===== config.mk =====
export PLATFORM = sky130hd
export DESIGN_NAME = note_scan_scheduler
export DESIGN_NICKNAME = d
export VERILOG_FILES = /design/src/rtl/note_pkg.sv /design/src/rtl/note_song_rom.sv /design/src/rtl/note_scan_scheduler.sv
export SDC_FILE = /design/constraint.sdc
export NUM_CORES = 1
export LEC_CHECK = 0
export CAP_MARGIN = 10
export CORE_UTILIZATION = 61
export CTS_BUF_LIST = sky130_fd_sc_hd__clkbuf_16
export DETAILED_ROUTE_END_ITERATION = 8
export HOLD_SLACK_MARGIN = 0.1
export PLACE_DENSITY_LB_ADDON = 0.15
export SLEW_MARGIN = 30
export SYNTH_ARGS = -nofsm -noshare
export SYNTH_HDL_FRONTEND = slang
export SYNTH_SLANG_ARGS = --single-unit

===== constraint.sdc =====
create_clock -name clk_100MHz -period 3.5 [get_ports clk_100MHz]
set_input_delay 0.7 -clock clk_100MHz [delete_from_list [all_inputs] [get_ports clk_100MHz]]
set_output_delay 0.7 -clock clk_100MHz [all_outputs]
set_load 0.02 [all_outputs]

===== src/rtl/note_pkg.sv =====
// Shared definitions for the note scan scheduler.
//   - PS/2 set-2 scan codes for the seven natural notes, plus the Esc,
//     break-prefix, extended-prefix and blank codes.
//   - Mode encodings presented on the scheduler's mode output.
//   - is_note(): true when a byte is one of the seven note codes.
package note_pkg;

   localparam logic [7:0] NOTE_C     = 8'h23;
   localparam logic [7:0] NOTE_D     = 8'h2D;
   localparam logic [7:0] NOTE_E     = 8'h3A;
   localparam logic [7:0] NOTE_F     = 8'h2B;
   localparam logic [7:0] NOTE_G     = 8'h1B;
   localparam logic [7:0] NOTE_A     = 8'h4B;
   localparam logic [7:0] NOTE_B     = 8'h21;
   localparam logic [7:0] KEY_ESC    = 8'h76;
   localparam logic [7:0] KEY_BRK    = 8'hF0;
   localparam logic [7:0] KEY_EXT    = 8'hE0;
   localparam logic [7:0] CODE_BLANK = 8'h00;

   localparam logic [1:0] MODE_IDLE      = 2'd0;
   localparam logic [1:0] MODE_LIVE      = 2'd1;
   localparam logic [1:0] MODE_PLAY_NOTE = 2'd2;
   localparam logic [1:0] MODE_PLAY_GAP  = 2'd3;

   function automatic logic is_note(input logic [7:0] code);
      case (code)
         NOTE_C, NOTE_D, NOTE_E, NOTE_F,
         NOTE_G, NOTE_A, NOTE_B: is_note = 1'b1;
         default:                is_note = 1'b0;
      endcase
   endfunction

endpackage


===== src/rtl/note_song_rom.sv =====
// Demo melody ROM for the note scan scheduler.
//   idx  in  4  melody index
//   code out 8  note scan code at idx; BLANK for idx >= SONG_LEN
// Purely combinational so the scheduler's pending code follows idx directly.
module note_song_rom
   import note_pkg::*;
#(
   parameter int SONG_LEN = 16
) (
   input  logic [3:0] idx,
   output logic [7:0] code
);

   logic [7:0] rom_code;

   always_comb begin
      rom_code = CODE_BLANK;
      case (idx)
         4'd0:  rom_code = NOTE_C;
         4'd1:  rom_code = NOTE_D;
         4'd2:  rom_code = NOTE_E;
         4'd3:  rom_code = NOTE_F;
         4'd4:  rom_code = NOTE_G;
         4'd5:  rom_code = NOTE_A;
         4'd6:  rom_code = NOTE_B;
         4'd7:  rom_code = NOTE_C;   // C on the ledger line
         4'd8:  rom_code = NOTE_C;
         4'd9:  rom_code = NOTE_B;
         4'd10: rom_code = NOTE_A;
         4'd11: rom_code = NOTE_G;
         4'd12: rom_code = NOTE_F;
         4'd13: rom_code = NOTE_E;
         4'd14: rom_code = NOTE_D;
         4'd15: rom_code = NOTE_C;
         default: rom_code = CODE_BLANK;
      endcase
   end

   // A shorter song reads blank past its end.
   assign code = (int'(idx) < SONG_LEN) ? rom_code : CODE_BLANK;

endmodule


===== src/rtl/note_scan_scheduler.sv =====
// Chooses the note code that drives the note/staff display scan input,
// from live PS/2 key bytes or a looping demo melody, and commits changes
// only on the frame tick so a note never changes mid-frame.
//   clk_100MHz   in   1  system clock
//   reset        in   1  asynchronous active-high reset
//   vsync        in   1  display vsync, active-high, clk_100MHz domain
//   kbd_code     in   8  PS/2 byte from the receiver
//   kbd_valid    in   1  one-cycle strobe qualifying kbd_code
//   play_toggle  in   1  one-cycle strobe: start/stop demo playback
//   scan         out  8  committed code for the display
//   mode         out  2  0 IDLE, 1 LIVE, 2 PLAY_NOTE, 3 PLAY_GAP
//   note_idx     out  4  current melody index
//   busy         out  1  high while playing (PLAY_NOTE or PLAY_GAP)
module note_scan_scheduler
   import note_pkg::*;
#(
   parameter int SONG_LEN     = 16,
   parameter int HOLD_FRAMES  = 30,
   parameter int GAP_FRAMES   = 4,
   parameter int IDLE_TIMEOUT = 600
) (
   input  logic       clk_100MHz,
   input  logic       reset,
   input  logic       vsync,
   input  logic [7:0] kbd_code,
   input  logic       kbd_valid,
   input  logic       play_toggle,
   output logic [7:0] scan,
   output logic [1:0] mode,
   output logic [3:0] note_idx,
   output logic       busy
);

   localparam int FMAX   = (HOLD_FRAMES > GAP_FRAMES) ? HOLD_FRAMES : GAP_FRAMES;
   localparam int FCNT_W = (FMAX > 1) ? $clog2(FMAX) : 1;
   localparam int ICNT_W = (IDLE_TIMEOUT > 1) ? $clog2(IDLE_TIMEOUT + 1) : 1;

   localparam logic [FCNT_W-1:0] HOLD_LAST = FCNT_W'((HOLD_FRAMES > 0) ? HOLD_FRAMES - 1 : 0);
   localparam logic [FCNT_W-1:0] GAP_LAST  = FCNT_W'((GAP_FRAMES  > 0) ? GAP_FRAMES  - 1 : 0);
   localparam logic [ICNT_W-1:0] IDLE_LAST = ICNT_W'((IDLE_TIMEOUT > 0) ? IDLE_TIMEOUT - 1 : 0);
   localparam logic [ICNT_W-1:0] IDLE_MAX  = '1;
   localparam logic [3:0]        SONG_LAST = 4'((SONG_LEN > 0) ? SONG_LEN - 1 : 0);

   logic              vsync_p1;
   logic              ftick;
   logic              brk;
   logic [7:0]        key_code;      // code shown when not playing
   logic [FCNT_W-1:0] fcnt;
   logic [ICNT_W-1:0] idle_cnt;

   logic [1:0]        mode_n;
   logic [3:0]        idx_n;
   logic [FCNT_W-1:0] fcnt_n;
   logic [ICNT_W-1:0] idle_n;
   logic [7:0]        key_code_n;
   logic [7:0]        rom_code;
   logic [7:0]        pend;
   logic [3:0]        idx_adv;

   logic is_brk, is_ext, data_byte;
   logic press_note, press_esc, release_held;
   logic toggle, no_input;

   note_song_rom #(
      .SONG_LEN (SONG_LEN)
   ) u_rom (
      .idx  (note_idx),
      .code (rom_code)
   );

   // ---- frame tick: rising edge of vsync ----
   assign ftick = vsync & ~vsync_p1;

   // ---- key decode ----
   // E0 is simply dropped so the byte after it decodes as a normal key.
   assign is_brk       = kbd_valid && (kbd_code == KEY_BRK);
   assign is_ext       = kbd_valid && (kbd_code == KEY_EXT);
   assign data_byte    = kbd_valid && !is_brk && !is_ext;
   assign press_note   = data_byte && !brk && is_note(kbd_code);
   assign press_esc    = data_byte && !brk && (kbd_code == KEY_ESC);
   assign release_held = data_byte && brk && (mode == MODE_LIVE) && (kbd_code == key_code);

   // Keyboard activity in the same cycle swallows the toggle.
   assign toggle   = play_toggle && !kbd_valid;
   assign no_input = !kbd_valid && !play_toggle;

   assign idx_adv = (note_idx == SONG_LAST) ? 4'd0 : note_idx + 4'd1;

   // Code that the next frame tick will commit.
   always_comb begin
      case (mode)
         MODE_PLAY_NOTE: pend = rom_code;
         MODE_PLAY_GAP:  pend = CODE_BLANK;
         default:        pend = key_code;
      endcase
   end

   // ---- mode FSM and frame counter ----
   always_comb begin
      mode_n     = mode;
      idx_n      = note_idx;
      fcnt_n     = fcnt;
      key_code_n = key_code;

      if (press_note) begin
         // A note press preempts anything, including playback.
         mode_n     = MODE_LIVE;
         key_code_n = kbd_code;
         idx_n      = 4'd0;
         fcnt_n     = '0;
      end else if (press_esc) begin
         mode_n     = MODE_IDLE;
         key_code_n = KEY_ESC;
         idx_n      = 4'd0;
         fcnt_n     = '0;
      end else if (release_held) begin
         mode_n     = MODE_IDLE;
         key_code_n = CODE_BLANK;
      end else if (toggle) begin
         case (mode)
            MODE_IDLE: begin
               mode_n = MODE_PLAY_NOTE;
               idx_n  = 4'd0;
               fcnt_n = '0;
            end
            MODE_PLAY_NOTE, MODE_PLAY_GAP: begin
               mode_n     = MODE_IDLE;
               key_code_n = CODE_BLANK;
               idx_n      = 4'd0;
               fcnt_n     = '0;
            end
            default: ;   // LIVE ignores the toggle
         endcase
      end else if (ftick) begin
         case (mode)
            MODE_IDLE: begin
               if ((IDLE_TIMEOUT != 0) && no_input && (idle_cnt == IDLE_LAST)) begin
                  mode_n = MODE_PLAY_NOTE;
                  idx_n  = 4'd0;
                  fcnt_n = '0;
               end
            end
            MODE_PLAY_NOTE: begin
               if (fcnt == HOLD_LAST) begin
                  fcnt_n = '0;
                  if (GAP_FRAMES == 0) begin
                     idx_n = idx_adv;
                  end else begin
                     mode_n = MODE_PLAY_GAP;
                  end
               end else begin
                  fcnt_n = fcnt + 1'b1;
               end
            end
            MODE_PLAY_GAP: begin
               if (fcnt == GAP_LAST) begin
                  mode_n = MODE_PLAY_NOTE;
                  idx_n  = idx_adv;
                  fcnt_n = '0;
               end else begin
                  fcnt_n = fcnt + 1'b1;
               end
            end
            default: ;
         endcase
      end
   end

   // ---- idle counter: any input or leaving IDLE clears it; saturates ----
   always_comb begin
      idle_n = idle_cnt;
      if (!no_input || (mode_n != MODE_IDLE)) begin
         idle_n = '0;
      end else if (ftick && (idle_cnt != IDLE_MAX)) begin
         idle_n = idle_cnt + 1'b1;
      end
   end

   // ---- state and output registers ----
   always_ff @(posedge clk_100MHz or posedge reset) begin
      if (reset) begin
         vsync_p1 <= 1'b0;
         brk      <= 1'b0;
         key_code <= CODE_BLANK;
         fcnt     <= '0;
         idle_cnt <= '0;
         mode     <= MODE_IDLE;
         note_idx <= 4'd0;
         busy     <= 1'b0;
         scan     <= CODE_BLANK;
      end else begin
         vsync_p1 <= vsync;
         if (is_brk) begin
            brk <= 1'b1;
         end else if (data_byte) begin
            brk <= 1'b0;
         end
         key_code <= key_code_n;
         fcnt     <= fcnt_n;
         idle_cnt <= idle_n;
         mode     <= mode_n;
         note_idx <= idx_n;
         busy     <= mode_n[1];
         // Commit uses pend from before this cycle's FSM update.
         if (ftick) begin
            scan <= pend;
         end
      end
   end

endmodule

==> results.ini, run 1 <==
[worst_setup_path]
worstPathArrival_ns=2.91
startpoint_type=primary input
r2r_slack_ns=1.09
critPathMaxFanout=13
worstSetupPathType=primary input to flop
crit_required_ns=3.63
cp-end-kind=flop

[sta]
skew_ns=0.006758
setup_viol=0
fin_crit_sh=0.7940
tightest_slew_ns=0.9807
hold_viol_final=0
finalCriticalPeriod_ns=2.779
rsz0062_at_grt=false
fin_setup_tns_ns=0
max_freq_mhz=359.8
worst_slack_ns=0.7210
slew_headroom=0.3426
slew_viol_final=0

[finish]
layout_common_cells=dfrtp_1 (39), clkdlybuf4s50_1 (27), nor2_1 (25), nand2_1 (17), xnor2_1 (14)
nNetsFinal=326
mostFrequentLayoutCell=dfrtp_1
finish.utilization=0.7622
syn_to_final_growth_pct=16.06
antennaDiodeCount=0
final_layout_size_suffix_gt1_frac=0.1447

[floorplanning]
die_y_um=68.56
core-area_um2=4115
rows=23
ios=28
die_w_um=68.56
initial_core_util=0.6567
dieArea_um2=4700

[grt]
grt_pass1_vias=2104
grt-ovfl-total=0
grtUsageTotal=0.3045
antenna_found_initial=0
grt_pass1_wl_mm=10.34
grt_max_degree=22

[power]
peakVddDrop_mv=0.3616
intPower_mw=0.9095
p_sw_mw=0.4616
combPwrFrac=0.273
power_density_nw_per_um2=437.1
totalPowerFinal_mw=1.371
switching_share=0.3367
p_leak_nw=1.188
clkPwrFrac=0.325
power_frac_seq=0.402

[drt]
drtIter0Drc=190
remaining_drc_errors=0
post_drt_wl_per_cell_um=17.75
ant_nets=0
vias_per_cell=6.395
first_pass_iters=4
finalWirelength_mm=6.282
vias=2264

[clock_network]
cts_buffers=5
clk_pin_slew_ns=0.06
worstSkewPairLatency_ns=0.28
htreeDepth=2
cts.path.max_buffers=2
cts_hold_buf=0
post_cts_buffers=0
cts_resized=0
clock-sinks=39
cts_root_buf=clkbuf_16
cts_tree=yes

[synthesis]
syn_area_um2=2703
ys_seq_area_frac=0.3611
avgSynthCellArea_um2=9.722
async_flop_share=1.000
synth_top_cell_by_area=dfrtp_1
netlist.area_leader.share=0.3611
synth_edf_count=0
ys.flop_type=dfrtp_1
ys_ff_latch=39
synthTopCellsByArea=dfrtp_1 (36%), nor3_2 (4.8%), ha_1 (4.6%), xnor2_1 (4.5%), nor2_1 (3.5%)
syn_nets=301
synth_warnings=0
synthCells=278
synth_cell_types=65

[status]
status=finished, final reports clean

[placement]
port_buffers=27
gp_congestion=0.8747
hpwl_mm=4.658
pre_cts_slack_ns=0.3846

[run]
maxCapViolCount=0

[worst_hold_path]
hold_class=flop to flop

[metrics by stage]
stage | instances | instance area (um^2) | hold slack [ns]
finish | 354 | 3137 | 0.4804
floorplan | 278 | 2703 | 0.5056
CTS | 354 | 3137 | 0.4833
global route | 354 | 3137 | 0.4985
global placement | 346 | 2992 | 0.4635
detailed placement | 346 | 2992 | 0.4699
[power groups by stage]
stage          registers [mW]  clock network, mW  logic [mW]
2_1_floorplan           0.558                  0       0.252
3_3_place_gp            0.555                  0       0.364
3_5_place_dp            0.557                  0       0.370
4_1_cts                 0.549              0.452       0.373
5_1_grt                 0.558              0.467       0.409
6_report                0.551              0.446       0.374
[synthesized netlist by cell type, types with 2 or more instances]
cell      count
dfrtp_1      39
nor2_1       25
nand2_1      17
xnor2_1      14
nor3_2       13
o21ai_0      12
inv_1        11
nand3_1      11
ha_1         10
nand4_1      10
a21oi_1       7
nor3_1        7
nor2b_1       6
a221oi_1      5
buf_2         5
clkbuf_1      5
xor2_1        5
a221o_1       4
nand2b_1      4
nand3b_1      4
o31ai_1       4
a32o_1        3
mux2i_1       3
a211oi_1      2
a311oi_1      2
a31oi_1       2
a32oi_1       2
and3_1        2
buf_4         2
buf_6         2
nand4b_1      2
nor3b_1       2
nor4_2        2
nor4b_2       2
o221ai_1      2
[worst paths after layout]
kind | from | end | cells past startpoint
setup / recovery | kbd_code[4] | idle_cnt[2] | 6
hold / removal | scan[3] | scan[3] | 2
setup reg to reg | idle_cnt[3] | idle_cnt[2] | 5
hold reg to reg | scan[3] | scan[3] | 2
max in group asynchronous | reset | fcnt[1] | 3
min in group asynchronous | reset | idle_cnt[5] | 2
[cells by family (layout without fill, tap and decap cells)]
kind of cell	Yosys count	in the layout	share of synthesized area
compound gates	58	58	0.1727
mux	4	4	0.01944
fa+ha+maj	10	10	0.04630
simple gates	122	122	0.2921
buf+inv	26	52	0.04676
xor+xnor	19	19	0.06157
flops	39	39	0.3611
[sequential cells by signal (all words and copies together) (netlist names)]
| name | flops |
|---|---|
| brk | 1 |
| busy | 1 |
| fcnt | 5 |
| idle_cnt | 10 |
| key_code | 8 |
| mode | 1 |
| note_idx | 4 |
| scan | 8 |
| vsync_p1 | 1 |
[cell type report]
type	count	area, um^2
clock buffer	5	125.1
inverter	12	45.04
multi-input combinational	213	1600
clock inverter	3	20.02
tap	50	62.56
timing repair buffer	32	307.8
fill	287	978.4
sequential	39	975.9
[critical path, cell delays in order]
cell and delay (ns):
clkdlybuf4s50_1 0.55, nand3b_1 0.25, a2bb2oi_1 0.28, a211oi_4 0.18, nor3_2 0.84, nor3_2 0.11
[layer usage]
| layer | vias up | routed length, um | track usage | part of all wire |
|---|---|---|---|---|
| li1 | 1089 | - | - | - |
| met1 | 1096 | 2940 | 0.4236 | 0.47 |
| met2 | 72 | 2960 | 0.4877 | 0.47 |
| met3 | 7 | 289 | 0.04276 | 0.046 |
| met4 | 0 | 92 | 0.09635 | 0.015 |
| met5 | - | 0 | 0 | 0 |
(Power assumes the default switching activity.)
==> run 2, diff against run 1 <==
CORE_UTILIZATION = 52   (was 61)
clock period = 2.4 ns   (was 3.5 ns; I/O delays follow)
==> run 2 against run 1 <==
Effect of this change: global-route usage is 3.8 points lower; critical path type unchanged; first-iteration DRC count increased by 7.9%; via count increased by 5.3%; largest cell class unchanged; worst hold slack improved by 0.0060 ns; critical endpoint is now idle_cnt[7]; non-clock buffer count rose by 31; core utilization down 5.6 points; critical path depth rose by 1; highest routed layer unchanged.
==> results.ini, run 2 (same netlist as run 1, synthesis figures left out) <==
[grt]
antenna_found_initial=0  ; unchanged
grt_pass1_vias=2366  ; +12%
grt_pass1_wl_mm=11.05  ; +6.9%
grt_max_degree=40  ; +82%
grtUsageTotal=0.2663  ; -0.03822
grt-ovfl-total=0  ; unchanged

[run]
maxCapViolCount=0  ; unchanged

[sta]
slew_viol_final=0  ; unchanged
finalCriticalPeriod_ns=2.263
hold_viol_final=0  ; unchanged
setup_viol=0  ; unchanged
hold_ws_ns=0.4864  ; +0.006037 ns
fin_crit_sh=0.9429
rsz0062_at_grt=false
slew_headroom=0.5549  ; +0.2123
max_freq_mhz=441.9
tightest_slew_ns=0.6676  ; -0.3131 ns
skew_ns=0.006442  ; -0.0003159 ns
fin_setup_tns_ns=0  ; unchanged

[clock_network]
cts_buffers=5  ; unchanged
clock-sinks=39  ; unchanged
clk_pin_slew_ns=0.05  ; about the same
htreeDepth=2  ; unchanged
worstSkewPairLatency_ns=0.28  ; about the same
cts_resized=0  ; unchanged
cts.path.max_buffers=2  ; unchanged
cts_hold_buf=0  ; unchanged
cts_root_buf=clkbuf_16
cts_tree=yes
post_cts_buffers=0  ; unchanged

[status]
status=finished, final reports clean

[finish]
antennaDiodeCount=0  ; unchanged
mostFrequentLayoutCell=dfrtp_1
final_layout_size_suffix_gt1_frac=0.2179  ; +0.07317
fillers=396  ; +38%
nNetsFinal=357  ; +9.5%
syn_to_final_growth_pct=26.62
regMostFlops=idle_cnt
largestRegisters=idle_cnt (10), key_code (8), scan (8)
largest_reg_flops=10  ; unchanged
layout_common_cells=dfrtp_1 (39), buf_4 (34), clkdlybuf4s50_1 (27), nor2_1 (25), nand2_1 (17)

[worst_setup_path]
worst_path_max_delay_cell=clkdlybuf4s50_1
critPathMaxFanout=10  ; -3
r2r-start=fcnt[0]
r2r_slack_ns=0.39  ; -0.70 ns
cp-end-kind=flop
startpoint_type=primary input
crit_required_ns=2.60  ; -1.03 ns
worstPathArrival_ns=2.47  ; -0.44 ns
critPathLaunch=kbd_valid
cp-endpoint=idle_cnt[7]
r2r_cells=7  ; +2
timing.rr.end=idle_cnt[7]
slowest_delay_ns=0.62  ; -0.22 ns
path_cells=clkdlybuf4s50_1 > or3b_4 > nor3_4 > o21bai_4 > o21ai_4 > buf_12 > nor3_2
worstSetupPathType=primary input to flop

[floorplanning]
rows=25  ; +8.7%
ios=28  ; unchanged
core-area_um2=4848  ; +18%
die_y_um=74.09  ; +8.1%
die_w_um=74.09  ; +8.1%
dieArea_um2=5489  ; +17%
initial_core_util=0.5574  ; -0.09932

[placement]
hpwl_mm=4.754  ; +2.1%
port_buffers=27  ; unchanged
gp_congestion=0.8300  ; -5.1%

[drt]
vias=2385  ; +5.3%
drtIter0Drc=205  ; +7.9%
ant_nets=0  ; unchanged
remaining_drc_errors=0  ; unchanged
routed.top_layer=met4
met3_length_um=208  ; -28%
met1_length_mm=2.795  ; -4.9%
post_drt_wl_per_cell_um=15.93  ; -10%
finalWirelength_mm=6.404  ; +1.9%
first_pass_iters=4  ; unchanged
vias_per_cell=5.933  ; -7.2%
wl_met2_mm=3.243  ; +9.6%

[worst_hold_path]
hold_path_depth=2  ; unchanged
hold_class=flop to flop
min_from=scan[7]

[power]
peakVddDrop_mv=0.4392  ; +21%
switching_share=0.3273  ; -0.009383
power_density_nw_per_um2=602.3  ; +38%
clkPwrFrac=0.304  ; -0.021
p_sw_mw=0.6745  ; +46%
totalPowerFinal_mw=2.061  ; +50%
power_frac_seq=0.388  ; -0.014
p_leak_nw=1.360  ; +14%
combPwrFrac=0.308  ; +0.035
intPower_mw=1.386  ; +52%

run 2: changes by cell type in the layout (fill, tap and decap cells not counted), moves of 2 or more:
cell,previous run,this run
clkinvlp_4,2,0
clkinv_1,1,3
buf_12,0,2
buf_4,5,34
run 2: per-layer routing:
metal | vias up | global-route usage
met1 | 1154 | 0.3182
met5 | - | 0
li1 | 1154 | -
met2 | 62 | 0.4717
met3 | 15 | 0.04743
met4 | 0 | 0.1090
run 2: how the worst min path moves through the flow:
stage | to | slack, ns
global placement | scan[3] | 0.47
finish | scan[7] | 0.49
CTS | scan[0] | 0.49
detailed placement | scan[0] | 0.48
floorplan | brk | 0.51
global route | scan[7] | 0.51
run 2: area by class of cell:
cell class / instances / area, um^2 / share of cell area
Timing Repair Buffer: 63 / 565.5 / 0.1653
Tap cell: 67 / 83.83 / 0.02450
Clock buffer: 5 / 125.1 / 0.03656
Multi-Input combinational cell: 213 / 1615 / 0.4720
Clock inverter: 3 / 11.26 / 0.003291
Sequential cell: 39 / 975.9 / 0.2852
Inverter: 12 / 45.04 / 0.01316
run 2: power by group through the flow:
stage | Clock [mW] | Combinational, mW | Sequential (mW)
6_report | 0.627 | 0.635 | 0.799
3_5_place_dp | 0 | 0.630 | 0.809
2_1_floorplan | 0 | 0.367 | 0.813
5_1_grt | 0.656 | 0.692 | 0.809
4_1_cts | 0.639 | 0.637 | 0.798
3_3_place_gp | 0 | 0.622 | 0.807
run 2: per-stage QoR:
step	instance area, um^2	worst slack [ns]	util	cells
floorplan	2703	0.4847	-	278
global placement	3271	-0.1201	0.6746	394
detailed placement	3271	-0.1446	0.6746	394
CTS	3407	0.08482	0.7027	402
global route	3422	0.02195	0.7058	402
finish	3422	0.1371	0.7058	402
run 2: worst max-delay path, delay by kind of cell:
family / cells / cell delay, ns
compound gates: 2 / 0.28
buf+inv: 2 / 0.78
simple gates: 3 / 0.92
